[config.mk]
export PLATFORM = sky130hd
export DESIGN_NAME = amer_div_seq
export DESIGN_NICKNAME = d
export VERILOG_FILES = /design/src/rtl/amer_div_pkg.sv /design/src/rtl/amer_div_step.sv /design/src/rtl/amer_div_seq.sv
export SDC_FILE = /design/constraint.sdc
export NUM_CORES = 1
export LEC_CHECK = 0
export BUFFER_PORTS_ARGS = -buffer_cell sky130_fd_sc_hd__buf_2
export CAP_MARGIN = 10
export CORE_ASPECT_RATIO = 1.2
export CORE_MARGIN = 2
export CORE_UTILIZATION = 63
export CTS_BUF_LIST = sky130_fd_sc_hd__clkbuf_8
export DETAILED_ROUTE_END_ITERATION = 12
export PLACE_DENSITY = 0.91
export RECOVER_POWER = 25
export SYNTH_ARGS = -nofsm -noshare
export SYNTH_HDL_FRONTEND = slang
export SYNTH_SLANG_ARGS = --single-unit
[constraint.sdc]
create_clock -name clk -period 6.3 [get_ports clk]
set_clock_uncertainty 0.1 [all_clocks]
set_input_delay 0.945 -clock clk [delete_from_list [all_inputs] [get_ports clk]]
set_output_delay 0.945 -clock clk [all_outputs]
set_load 0.02 [all_outputs]
[src/rtl/amer_div_pkg.sv]
// Shared definitions for the sequential restoring divider.
//   state_t    : FSM encoding (IDLE, CALC, DONE)
//   DW_DEFAULT : default divisor/quotient/remainder width
package amer_div_pkg;

  typedef enum logic [1:0] {
    IDLE = 2'd0,
    CALC = 2'd1,
    DONE = 2'd2
  } state_t;

  localparam int DW_DEFAULT = 8;

endpackage

[src/rtl/amer_div_step.sv]
// One combinational restoring-division iteration.
//   rem_in  : partial remainder entering the step (DW+1 bits)
//   din     : next dividend bit, MSB first
//   b       : divisor
//   rem_out : partial remainder after shift and conditional subtract
//   q_bit   : 1 when the divisor was subtracted
module amer_div_step #(
  parameter int DW = 8
) (
  input  logic [DW:0]   rem_in,
  input  logic          din,
  input  logic [DW-1:0] b,
  output logic [DW:0]   rem_out,
  output logic          q_bit
);

  // One extra bit of headroom keeps the compare honest even if rem_in[DW]
  // were ever set; in normal operation rem_in < b so shifted < 2*b.
  logic [DW+1:0] shifted;
  logic [DW+1:0] diff;

  assign shifted = {rem_in, din};
  assign diff    = shifted - {2'b00, b};
  assign q_bit   = (shifted >= {2'b00, b});
  assign rem_out = (DW+1)'(q_bit ? diff : shifted);

endmodule

[src/rtl/amer_div_seq.sv]
// Sequential unsigned divider: 2*DW-bit dividend / DW-bit divisor.
// Restoring algorithm, one quotient bit per clock, with valid/ready on
// both sides. Zero divisor and quotient overflow finish immediately.
//
// Optional build macro AMER_DIV_POW2_EN: power-of-two divisors are
// answered by shift/mask in the accept cycle instead of iterating.
//
// Ports:
//   clk, rst           : clock, async active-high reset
//   in_valid/in_ready  : request handshake (Z dividend, B divisor)
//   out_valid/out_ready: result handshake (Q, R, div_zero, ovf)
module amer_div_seq
  import amer_div_pkg::*;
#(
  parameter int DW = DW_DEFAULT
) (
  input  logic            clk,
  input  logic            rst,
  input  logic            in_valid,
  output logic            in_ready,
  input  logic [2*DW-1:0] Z,
  input  logic [DW-1:0]   B,
  output logic            out_valid,
  input  logic            out_ready,
  output logic [DW-1:0]   Q,
  output logic [DW-1:0]   R,
  output logic            div_zero,
  output logic            ovf
);

  localparam int CW = $clog2(DW) + 1;

  state_t        state_q, state_d;
  logic [DW:0]   rem_q;
  logic [DW-1:0] zlo_q;
  logic [DW-1:0] b_q;
  logic [CW-1:0] cnt_q;
  logic [DW-1:0] q_q, r_q;
  logic          dz_q, ovf_q;

  logic          accept;
  logic          b_zero, hi_ovf, fast_done, last_iter;
  logic [DW:0]   step_rem;
  logic          step_q;

  assign in_ready  = (state_q == IDLE);
  assign out_valid = (state_q == DONE);
  assign accept    = in_valid && in_ready;

  assign b_zero    = (B == '0);
  // Quotient fits in DW bits only when the upper half is below B.
  assign hi_ovf    = !b_zero && (Z[2*DW-1:DW] >= B);
  assign last_iter = (cnt_q == CW'(DW-1));

`ifdef AMER_DIV_POW2_EN
  logic            is_pow2;
  logic [DW-1:0]   pow2_q;
  logic [DW-1:0]   pow2_r;
  logic [2*DW-1:0] z_shr;

  assign is_pow2 = !b_zero && ((B & (B - 1'b1)) == '0);
  assign pow2_r  = Z[DW-1:0] & (B - 1'b1);

  // Only one bit of B is set on this path, so the last hit is the shift.
  always_comb begin
    z_shr = Z;
    for (int i = 0; i < DW; i++)
      if (B[i]) z_shr = Z >> i;
  end
  assign pow2_q    = z_shr[DW-1:0];
  assign fast_done = b_zero || hi_ovf || is_pow2;
`else
  assign fast_done = b_zero || hi_ovf;
`endif

  // Single step instance, fed from the registered operands every CALC cycle.
  amer_div_step #(.DW(DW)) u_step (
    .rem_in  (rem_q),
    .din     (zlo_q[DW-1]),
    .b       (b_q),
    .rem_out (step_rem),
    .q_bit   (step_q)
  );

  always_ff @(posedge clk or posedge rst) begin
    if (rst) state_q <= IDLE;
    else     state_q <= state_d;
  end

  always_comb begin
    state_d = state_q;
    case (state_q)
      IDLE:    if (in_valid) state_d = fast_done ? DONE : CALC;
      CALC:    if (last_iter) state_d = DONE;
      DONE:    if (out_ready) state_d = IDLE;
      default: state_d = IDLE;
    endcase
  end

  always_ff @(posedge clk or posedge rst) begin
    if (rst) begin
      rem_q <= '0;
      zlo_q <= '0;
      b_q   <= '0;
      cnt_q <= '0;
      q_q   <= '0;
      r_q   <= '0;
      dz_q  <= 1'b0;
      ovf_q <= 1'b0;
    end else if (accept) begin
      b_q   <= B;
      zlo_q <= Z[DW-1:0];
      rem_q <= {1'b0, Z[2*DW-1:DW]};
      cnt_q <= '0;
      if (b_zero) begin
        q_q   <= '1;
        r_q   <= '1;
        dz_q  <= 1'b1;
        ovf_q <= 1'b0;
      end else if (hi_ovf) begin
        q_q   <= '1;
        r_q   <= '0;
        dz_q  <= 1'b0;
        ovf_q <= 1'b1;
      end else begin
`ifdef AMER_DIV_POW2_EN
        q_q <= is_pow2 ? pow2_q : '0;
        r_q <= is_pow2 ? pow2_r : '0;
`else
        q_q <= '0;
        r_q <= '0;
`endif
        dz_q  <= 1'b0;
        ovf_q <= 1'b0;
      end
    end else if (state_q == CALC) begin
      rem_q <= step_rem;
      zlo_q <= zlo_q << 1;
      q_q   <= {q_q[DW-2:0], step_q};
      cnt_q <= cnt_q + 1'b1;
      if (last_iter) r_q <= step_rem[DW-1:0];
    end
  end

  assign Q        = q_q;
  assign R        = r_q;
  assign div_zero = dz_q;
  assign ovf      = ovf_q;

endmodule
==> results.cfg <==
[status]
status = finished with violations
violations_in_the_final_reports = capacitance limit, slew limit

[logic_synthesis]
postSynth.asyncResetShare_pct = 100
synthesis.instances = 317
yosys_warnings = 0
synth_top_area_share_pct = 43.1
share_of_synthesized_area_occupied_by_flip_flops_and_latches_pct = 43.1
yosysTopAreaCell = dfrtp_1
synth.top_cells.by_area = dfrtp_1, ha_1, nand2_1
synth.net_count = 363
synth.cell_area_um2 = 2850
synth_commonest_cells = nand2_1, dfrtp_1, nor2_1, o21ai_0, inv_1
synthFlopType = dfrtp_1
ys_ff_latch = 49
synthMostInstantiatedCell = nand2_1
synth.lib_cells_used.distinct = 52
synth_area_per_cell_um2 = 8.98
synth_edf_count = 0

[layout]
stdcell_area_um2 = 3210
fin_cells = 414
drive_above_1_share_pct = 17.9
antenna-diode-count = 0
nets = 403
area.growth.synth_to_final_pct = 12.7

[pwr]
powerDensity_nw_per_um2 = 613
cell_internal_pwr_mw = 1.02
power.switching_fraction_pct = 48.4
net_sw_power_uw = 952
p_leak_nw = 1.58
power_share_of_the_sequential_group_pct = 28.1
ir_worst_vdd_uv = 385
p_comb_share_pct = 59.8
clock_share_of_power_pct = 12.0

[place]
detailed_place_hpwl_um = 5160
placed_cell_area_um2 = 3100
port_buffers = 47
gp_congestion = 0.906
dpl.cell_count = 406
preCtsSetupSlack_ps = 3300

[setup_path]
worstSetupPathType = in -> reg
critical_path.slowest_cell = clkbuf_1
cp_top_delay_family = buffers and inverters
critPathMaxFanout = 33
path_common_cell = clkbuf_1
cpPeakStageDelay_ps = 1000
crit_path_cell_trace = clkbuf_1 > nor3b_1 > clkbuf_1 > nor2_1 > a22o_1 > a31oi_1 > o31ai_1
crit_required_ps = 6360
startpoint_type = primary input
buffers_and_inverters_on_the_worst_path = 2
critical_path.endpoint_type = flip-flop
timing.critical_path.arrival_ps = 3370

[clock_network]
tritoncts = done
clock_tree_root_driver_cell = clkbuf_8
cts_hold_buffers = 0
tritoncts.num_buffers = 5
clkSinkCount = 49
htree_num_levels = 2
postCtsSetupRepairBufs = 0
cts.repair.resized = 0
clk_path_buf_depth = 2
clkSlewWorstSetupHoldPaths_ps = 100
insertion_delay_ps = 310

[timing]
report.final.hold_viol_count = 0
tightestPinTransition_ps = 1790
rsz0062_at_grt = false
final.min_clock_period_ps = 3310
timing.setup.tns_ps = 0
finalWorstSetupSlack_ps = 2990
worst_slew_margin_rel_pct = -19.7
min_period_over_period_pct = 52.6
timing.final.setup_violations = 0
final-max-slew-violation-count = 50
achievable-frequency_mhz = 302

[drt]
route.detailed.drc = 0
firstDrtPassIters = 7
viasPerCell = 6.37
detailed_route_iter0_violations = 355
ant_nets = 0
finalWirelength_um = 7310
vias = 2638
avgRoutedWirePerCell_um = 17.7

[global_route]
grt_antenna_before_repair = 0
grt_first_pass_wirelength_um = 12300
grt_remaining_overflow = 0
pin_count_of_the_biggest_net_entering_global_routing = 50
number_of_global_route_vias_before_repair = 2506
global_route.usage.total_pct = 31.4
top_usage_layer = met2
grt_util_met2_pct = 51.2
globalRouteMet1Util_pct = 40.8
globalRouteMet3Util_pct = 5.22

[floorplan]
floorplan.initialDensity_pct = 66.3
fp-row-count = 26
die_h_um = 77.7
floorplan.die.width_um = 65.4
core_um2 = 4290
number_of_ports_placed_on_the_die_boundary = 48
floorplan.die_area_um2 = 5080

[flow_run]
number_of_max_capacitance_violations_reported = 1

[worst_hold_path]
hp_class = reg -> reg
-- power groups by stage --
stage	clock [mW]	combinational (mW)	sequential (mW)
after CTS	0.234	1.16	0.551
after detailed placement	0	1.14	0.556
final	0.236	1.18	0.554
after floorplan	0	0.845	0.580
after global placement	0	1.10	0.553
after global routing	0.244	1.29	0.571
-- registers in the layout, indices dropped and copies added (netlist names) --
register / flops
ovf: 1
state_q: 2
div_zero: 1
R: 8
b_q: 8
cnt_q: 4
zlo_q: 8
rem_q: 9
Q: 8
-- cell families (layout without fill, tap and decap cells) --
family | count (synthesis) | count (layout) | share of synthesized area (%)
AOI/OAI and AO/OA | 88 | 88 | 20.7
xor gates and xnor gates | 3 | 3 | 0.923
adders and majority gates | 18 | 18 | 8.17
buffers and inverters | 36 | 77 | 5.10
DFF | 49 | 49 | 43.1
muxes | 7 | 7 | 2.50
and+or+nand+nor | 116 | 116 | 19.6
-- tightest hold or removal path: cells and delay by family (launching register included) --
family,cells,cell delay (ps)
flip-flops,1,360
AND/OR/NAND/NOR,2,110
-- final timing paths --
check | from | slack (ps) | cells past startpoint | to
min in group asynchronous | rst | 1090 | 2 | Q[7]
worst max-delay path | in_valid | 2990 | 7 | rem_q[7]
max in group asynchronous | rst | 3970 | 2 | rem_q[4]
worst max register to register | zlo_q[7] | 3250 | 9 | R[0]
worst min-delay path | zlo_q[5] | 390 | 2 | zlo_q[5]
worst min register to register | zlo_q[5] | 390 | 2 | zlo_q[5]
-- stage by stage --
stage | util [%] | total power [mW] | hold slack [ps]
finish | 74.7 | 1.97 | 395
CTS | 75.0 | 1.95 | 394
floorplan | - | 1.43 | 347
detailed placement | 72.3 | 1.69 | 373
global placement | 72.3 | 1.65 | 363
global route | 74.7 | 2.11 | 413
-- placed cells by master (no fill, tap or decap), types with 2 or more instances in the layout --
| master | n |
|---|---|
| or4b_2 | 2 |
| o221ai_1 | 3 |
| a21oi_1 | 17 |
| mux2i_1 | 6 |
| a22o_1 | 2 |
| clkbuf_8 | 6 |
| nor3_2 | 2 |
| inv_1 | 21 |
| o31ai_1 | 2 |
| and3_1 | 4 |
| nand4_1 | 6 |
| ha_1 | 17 |
| a21o_1 | 2 |
| buf_2 | 46 |
| a211oi_1 | 2 |
| nand2b_1 | 6 |
| a31oi_1 | 10 |
| o21ai_1 | 6 |
| and3b_1 | 2 |
| o211ai_1 | 2 |
| a22oi_1 | 7 |
| nand3_1 | 7 |
| nand2_1 | 51 |
| o21ai_0 | 22 |
| nor2b_1 | 4 |
| a211oi_4 | 2 |
| clkbuf_1 | 2 |
| nor2_1 | 22 |
| dfrtp_1 | 49 |
| nor3_1 | 3 |
| xor2_1 | 3 |
-- final cells by class --
cell class                 count  area, µm²
clock buffer                   6       82.6
clock inverter                 2       33.8
fill                         326       1080
inverter                      20       75.1
multi-input combinational    232       1480
sequential                    49       1230
tap                           56       70.1
timing repair buffer          49        245
-- per-layer routing --
layer  part of all wire (%)  vias up
met5                      0        -
li1                       -     1206
met1                     38     1259
met4                    3.9        0
met3                    7.0       27
met2                     51      146
(Power assumes the default switching activity.)
